File: config.mk
export PLATFORM = sky130hd
export DESIGN_NAME = escape_sequence_encoder
export DESIGN_NICKNAME = d
export VERILOG_FILES = /design/src/rtl/escape_sequence_encoder.sv
export SDC_FILE = /design/constraint.sdc
export NUM_CORES = 1
export LEC_CHECK = 0
export BUFFER_PORTS_ARGS = -buffer_cell sky130_fd_sc_hd__clkbuf_2
export CAP_MARGIN = 10
export CORE_MARGIN = 1.5
export CORE_UTILIZATION = 63
export CTS_BUF_LIST = sky130_fd_sc_hd__clkbuf_4 sky130_fd_sc_hd__clkbuf_8
export DETAILED_ROUTE_END_ITERATION = 12
export GPL_TIMING_DRIVEN = 0
export HOLD_SLACK_MARGIN = 0.02
export PLACE_DENSITY_LB_ADDON = 0.25
export SKIP_CTS_REPAIR_TIMING = 1
export SYNTH_ARGS = -nofsm -noshare
export SYNTH_HDL_FRONTEND = slang
export SYNTH_SLANG_ARGS = --single-unit
File: constraint.sdc
create_clock -name clk -period 9.22 [get_ports clk]
set_input_delay 0.922 -clock clk [delete_from_list [all_inputs] [get_ports clk]]
set_output_delay 0.922 -clock clk [all_outputs]
set_load 0.02 [all_outputs]
File: src/rtl/escape_sequence_encoder.sv
// VT100 transmit encoder: turns keystrokes, cursor keys and query replies into
// byte streams for the UART TX valid/ready interface, one byte per clock.
module escape_sequence_encoder #(
  parameter bit C1_CONTROLS = 1'b0
) (
  input  logic       clk,
  input  logic       rst,
  input  logic       reqValid,
  output logic       reqReady,
  input  logic [2:0] reqType,
  input  logic [7:0] reqPn1,
  input  logic [7:0] reqPn2,
  input  logic       appCursor,
  output logic [7:0] txData,
  output logic       txValid,
  input  logic       txReady,
  output logic       busy
);

  // Handshakes: a request is taken on reqValid && reqReady; a byte moves on
  // txValid && txReady, and txData/txValid hold steady while txReady is low.

  localparam logic [2:0] T_CHAR   = 3'd0;
  localparam logic [2:0] T_CURKEY = 3'd1;
  localparam logic [2:0] T_CPR    = 3'd2;
  localparam logic [2:0] T_DA     = 3'd3;
  localparam logic [2:0] T_DSR    = 3'd4;

  typedef enum logic [2:0] {
    S_IDLE  = 3'd0,
    S_ESC   = 3'd1,
    S_INTRO = 3'd2,
    S_QMARK = 3'd3,
    S_NUM1  = 3'd4,
    S_SEMI  = 3'd5,
    S_NUM2  = 3'd6,
    S_FINAL = 3'd7
  } state_t;

  state_t      r_state;
  state_t      w_state_next;
  logic [2:0]  r_type;
  logic [7:0]  r_pn1;
  logic [7:0]  r_pn2;
  logic        r_app;
  logic [1:0]  r_didx;
  logic [1:0]  w_didx_next;

  logic        w_accept;
  logic        w_xfer;
  logic        w_reserved;
  logic        w_ss3;
  logic [7:0]  w_num;
  logic [7:0]  w_q100;
  logic [7:0]  w_q10;
  logic [7:0]  w_tens;
  logic [7:0]  w_ones;
  logic [1:0]  w_ndig;
  logic        w_last_digit;
  logic [7:0]  w_digit;

  assign reqReady   = (r_state == S_IDLE);
  assign busy       = (r_state != S_IDLE);
  assign w_accept   = reqValid && reqReady;
  assign w_reserved = (r_type > T_DSR);
  assign w_ss3      = (r_type == T_CURKEY) && r_app;
  assign txValid    = (r_state != S_IDLE) && !w_reserved;
  assign w_xfer     = txValid && txReady;

  // Decimal digits of whichever parameter is being emitted, from latched values.
  assign w_num  = (r_state == S_NUM2) ? r_pn2 : r_pn1;
  assign w_q100 = w_num / 8'd100;
  assign w_q10  = w_num / 8'd10;
  assign w_tens = w_q10 % 8'd10;
  assign w_ones = w_num % 8'd10;
  assign w_ndig = (w_num >= 8'd100) ? 2'd3 : ((w_num >= 8'd10) ? 2'd2 : 2'd1);
  assign w_last_digit = (r_didx == (w_ndig - 2'd1));

  always_comb begin
    w_digit = 8'h30 + w_ones;
    case (w_ndig)
      2'd3: begin
        if (r_didx == 2'd0)      w_digit = 8'h30 + w_q100;
        else if (r_didx == 2'd1) w_digit = 8'h30 + w_tens;
      end
      2'd2: begin
        if (r_didx == 2'd0)      w_digit = 8'h30 + w_tens;
      end
      default: ;
    endcase
  end

  always_ff @(posedge clk) begin
    if (rst) begin
      r_state <= S_IDLE;
      r_didx  <= 2'd0;
      r_type  <= T_CHAR;
      r_pn1   <= 8'h00;
      r_pn2   <= 8'h00;
      r_app   <= 1'b0;
    end else begin
      r_state <= w_state_next;
      r_didx  <= w_didx_next;
      if (w_accept) begin
        r_type <= reqType;
        r_app  <= appCursor;
        // DA and DSR reuse the numeric path with fixed parameters "1;0" and "0".
        case (reqType)
          T_DA:    begin r_pn1 <= 8'd1; r_pn2 <= 8'd0;   end
          T_DSR:   begin r_pn1 <= 8'd0; r_pn2 <= 8'd0;   end
          default: begin r_pn1 <= reqPn1; r_pn2 <= reqPn2; end
        endcase
      end
    end
  end

  always_comb begin
    w_state_next = r_state;
    w_didx_next  = r_didx;
    case (r_state)
      S_IDLE: begin
        w_didx_next = 2'd0;
        if (w_accept) begin
          if (reqType == T_CHAR || reqType > T_DSR) w_state_next = S_FINAL;
          else if (C1_CONTROLS)                      w_state_next = S_INTRO;
          else                                        w_state_next = S_ESC;
        end
      end
      S_ESC: if (w_xfer) w_state_next = S_INTRO;
      S_INTRO: begin
        if (w_xfer) begin
          case (r_type)
            T_CURKEY:     w_state_next = S_FINAL;
            T_CPR, T_DSR: w_state_next = S_NUM1;
            T_DA:         w_state_next = S_QMARK;
            default:      w_state_next = S_IDLE;
          endcase
        end
      end
      S_QMARK: if (w_xfer) w_state_next = S_NUM1;
      S_NUM1: begin
        if (w_xfer) begin
          if (w_last_digit) begin
            w_didx_next  = 2'd0;
            w_state_next = (r_type == T_DSR) ? S_FINAL : S_SEMI;
          end else begin
            w_didx_next = r_didx + 2'd1;
          end
        end
      end
      S_SEMI: if (w_xfer) w_state_next = S_NUM2;
      S_NUM2: begin
        if (w_xfer) begin
          if (w_last_digit) begin
            w_didx_next  = 2'd0;
            w_state_next = S_FINAL;
          end else begin
            w_didx_next = r_didx + 2'd1;
          end
        end
      end
      S_FINAL: begin
        // Reserved types sit here silently for one cycle, then release.
        if (w_reserved || w_xfer) w_state_next = S_IDLE;
      end
      default: w_state_next = S_IDLE;
    endcase
  end

  always_comb begin
    txData = 8'h00;
    case (r_state)
      S_ESC:   txData = 8'h1b;
      S_INTRO: begin
        if (C1_CONTROLS) txData = w_ss3 ? 8'h8f : 8'h9b;
        else             txData = w_ss3 ? 8'h4f : 8'h5b;
      end
      S_QMARK: txData = 8'h3f;
      S_NUM1:  txData = w_digit;
      S_SEMI:  txData = 8'h3b;
      S_NUM2:  txData = w_digit;
      S_FINAL: begin
        case (r_type)
          T_CHAR, T_CURKEY: txData = r_pn1;
          T_CPR:            txData = 8'h52;
          T_DA:             txData = 8'h63;
          T_DSR:            txData = 8'h6e;
          default:          txData = 8'h00;
        endcase
      end
      default: txData = 8'h00;
    endcase
  end

endmodule

==> parameters.txt <==
Parameter                              Value

Clock tree
  Clock buffers created by TritonCTS ... 3
  Number of buffers on the longest clock path ... 2
  TritonCTS sink count ... 25
  Root buf cell ... sky130_fd_sc_hd__clkbuf_8
  CTS clk-pin slew, worst paths ... 0.09 ns
  H-tree lvl count ... 1
  Clock network latency to the later pin of the worst-skew pair ... 0.27 ns
  TritonCTS clock tree ... yes

Critical path
  Max Fanout on Critical Path ... 10
  Launching element type of the critical path ... flip-flop
  Kind of end point of the critical path ... output port
  WP data required ... just over 8 ns
  Largest stage delay on the critical path ... roughly 0.40 ns
  Data arrival time of the worst path ... roughly 7.8 ns
  Worst path slowest cell ... sky130_fd_sc_hd__a221oi_4
  Category of the critical setup timing path ... reg -> out

Timing
  Number of endpoints with negative hold slack in the final report ... 0
  Final Setup Violations ... 0
  Achievable clock frequency ... roughly 110 MHz
  Final Slew Violations ... 0
  Unrepaired setup endpoints after global routing ... false
  Period minus WS final ... between 8 and 9 ns
  Setup ws final ... slightly below 0.5 ns
  Worst setup skew after layout ... 0.00497 ns
  Max_slew headroom ... 44.8%
  Final period utilization ... 94.8%
  Worst Tran Pin Value ... approximately 0.8 ns
  Setup TNS ... 0 ns

Logic synthesis
  Number of flops mapped to enable cells by yosys ... 0
  Number of distinct standard cells referenced by the synthesized netlist ... 85
  Sequential element share of the synthesized area ... 13.7%
  Cell area after technology mapping ... approximately 0.0037 mm2
  Synth Area per Inst ... 7.15 um2
  Predominant post-synthesis flop cell ... sky130_fd_sc_hd__dfxtp_1
  Number of flip-flops and latches in the synthesized netlist ... 25
  Post-Synthesis Cells ... 511
  Number of nets produced by synthesis ... 552
  Share of async-settable or async-resettable flops after synthesis ... 0%
  Number of warnings issued by yosys ... 0

Finish
  Post-synthesis to final-layout area growth ... 8.80%
  Fraction of final layout cells sized beyond drive strength 1 ... between 10% and 20%
  Total non-filler cell area in the finished layout ... just under 0.004 mm2
  Final design utilization ... 71.8%
  Final net count ... a little under 600
  N_diodes ... 0

Place
  Post-placement cell area ... 0.00391 mm2
  Weighted congestion at the end of routability-driven global placement ... 0.924
  I/O Buffers ... 33
  Detailed placement HPWL ... around 8000 um
  Worst slack at placement ... between 0.6 and 0.7 ns

Pwr
  Total design power ... 1.29 mW
  Ratio of total power to cell area ... between 300 and 400 mW/mm2
  Worst ir drop on vdd ... around 0.00020 V
  Leakage dissipation ... 1.57 nW

Drt
  First-pass DRT Iterations ... 5
  Total Wirelength ... ~10000 um
  Average wire per cell in the routed design ... 16.5 um
  Total via count in the routed design ... 4151
  DRC errors left ... 0
  Initial detailed-routing violation count ... ~320
  Antenna Violating Nets Remaining ... 0
  Via-per-instance ratio ... 6.70

Global route
  Largest net degree at the start of global routing ... 15
  Via count of the first global-routing pass ... approximately 3900
  Global route overflow ... 0
  Global-route wire length before repair ... ~17000 um
  Number of antenna violations at the first check in global routing ... 0
  GRT Resource Usage Total ... approximately 33%

Floorplanning
  Standard-cell rows ... 27
  Die Outline Area ... between 0.006 and 0.007 mm2
  Height of the die ... around 79 um
  Area of the core ... around 0.0055 mm2
  IO Count ... 35
  Horizontal extent of the die ... approximately 79 um
  Initial Utilization ... between 60% and 70%

Hold path
  Worst Hold Class ... reg -> reg

Status
  Status ... finished clean

Flow run
  Max-cap violation count ... 0
-- cells in the final DEF, fill, tap and decap left out, drive strengths merged, types with 17 or more instances in the layout --
| cell type | count |
|---|---|
| nor2 | 57 |
| clkbuf | 52 |
| nand2 | 51 |
| a21oi | 43 |
| o21ai | 31 |
| dfxtp | 25 |
| mux2i | 19 |
| inv | 19 |
| nor3 | 18 |
| a22oi | 18 |
| ha | 17 |
-- metrics by stage --
stage                     cells  hold slack [ns]
after floorplan             511            0.463
after global placement      616            0.479
after detailed placement    616            0.486
after CTS                   620            0.505
after global routing        620            0.562
final                       620            0.502
-- worst max-delay path, delay by kind of cell, from the launching register on --
| kind | cells | cell delay [ns] |
|---|---|---|
| AO/OA/AOI/OAI | 13 | 2.98 |
| adder cells (fa/ha/maj) | 3 | 0.75 |
| buffers and inverters | 10 | 1.58 |
| flip-flops | 1 | 0.36 |
| multiplexers | 1 | 0.30 |
| AND/OR/NAND/NOR | 9 | 1.54 |
-- cell families after synthesis --
kind of cell    count (synthesis)  synth area share (%)
simple gates                  205                  28.6
fa+ha+maj                      17                  5.82
mux                            23                  6.85
flops                          25                  13.7
xor+xnor                       12                  2.88
compound gates                179                  35.8
buf+inv                        50                  6.37
-- power by group --
part / internal [mW] / leakage [nW] / switching (mW)
Clock: 0.0303 / 0.0255 / 0.0350
Combinational: 0.413 / 1.34 / 0.656
Sequential: 0.130 / 0.204 / 0.0208
Total: 0.573 / 1.57 / 0.712
-- layout make-up --
cell class | count | area [um2]
Multi-Input combinational cell | 436 | 2940
Inverter | 20 | 77.6
Tap cell | 72 | 90.1
Buffer | 30 | 155
Sequential cell | 25 | 500
Clock inverter | 1 | 5.00
Timing Repair Buffer | 33 | 165
Clock buffer | 3 | 41.3
Fill cell | 460 | 1560
-- state kept, by name, indices dropped and copies added (netlist names) --
| signal | count |
|---|---|
| r_pn1 | 8 |
| r_didx | 2 |
| r_type | 3 |
| r_state | 3 |
| r_app | 1 |
| r_pn2 | 8 |
-- cells in the mapped netlist, types with 4 or more instances --
master                       n  area, um2
sky130_fd_sc_hd__o21ai_0    24        120
sky130_fd_sc_hd__inv_1      16       60.1
sky130_fd_sc_hd__o221ai_1    6       52.6
sky130_fd_sc_hd__nor2_1     57        214
sky130_fd_sc_hd__a31oi_1     7       43.8
sky130_fd_sc_hd__o2111ai_1   4       35.0
sky130_fd_sc_hd__dfxtp_1    25        500
sky130_fd_sc_hd__o211ai_1    6       45.0
sky130_fd_sc_hd__and3_1      8       50.1
sky130_fd_sc_hd__nor3_1     17       85.1
sky130_fd_sc_hd__buf_4       5       37.5
sky130_fd_sc_hd__ha_1       17        213
sky130_fd_sc_hd__xnor2_1     9       78.8
sky130_fd_sc_hd__or3_1       7       43.8
sky130_fd_sc_hd__buf_2       4       20.0
sky130_fd_sc_hd__o31ai_1     4       30.0
sky130_fd_sc_hd__nand2_1    50        188
sky130_fd_sc_hd__a21o_1      5       37.5
sky130_fd_sc_hd__a211oi_1    9       67.6
sky130_fd_sc_hd__a22oi_1    17        128
sky130_fd_sc_hd__clkbuf_1   16       60.1
sky130_fd_sc_hd__nand3_1    14       70.1
sky130_fd_sc_hd__nand2b_1   10       62.6
sky130_fd_sc_hd__o22ai_1     5       31.3
sky130_fd_sc_hd__nand3b_1    4       30.0
sky130_fd_sc_hd__o21a_1      7       52.6
sky130_fd_sc_hd__mux2i_1    17        170
sky130_fd_sc_hd__a21oi_1    42        210
sky130_fd_sc_hd__nor2b_1     9       56.3
-- path summary, 6_finish.rpt --
kind | from | depth (start not counted) | endpoint | slack [ns]
min | r_app | 2 | r_app | 0.50
max | r_state[1] | 36 | txData[7] | 0.48
max reg2reg | r_state[1] | 17 | r_state[0] | 5.49
min reg2reg | r_app | 2 | r_app | 0.50
-- per-layer routing --
layer,wire length [um],vias to the layer above,track usage [%]
met5,0,-,0
met4,221,0,12.6
met3,691,28,3.45
met2,4940,195,58.4
met1,4370,1934,41.8
li1,-,1994,-
(Power assumes the default switching activity.)
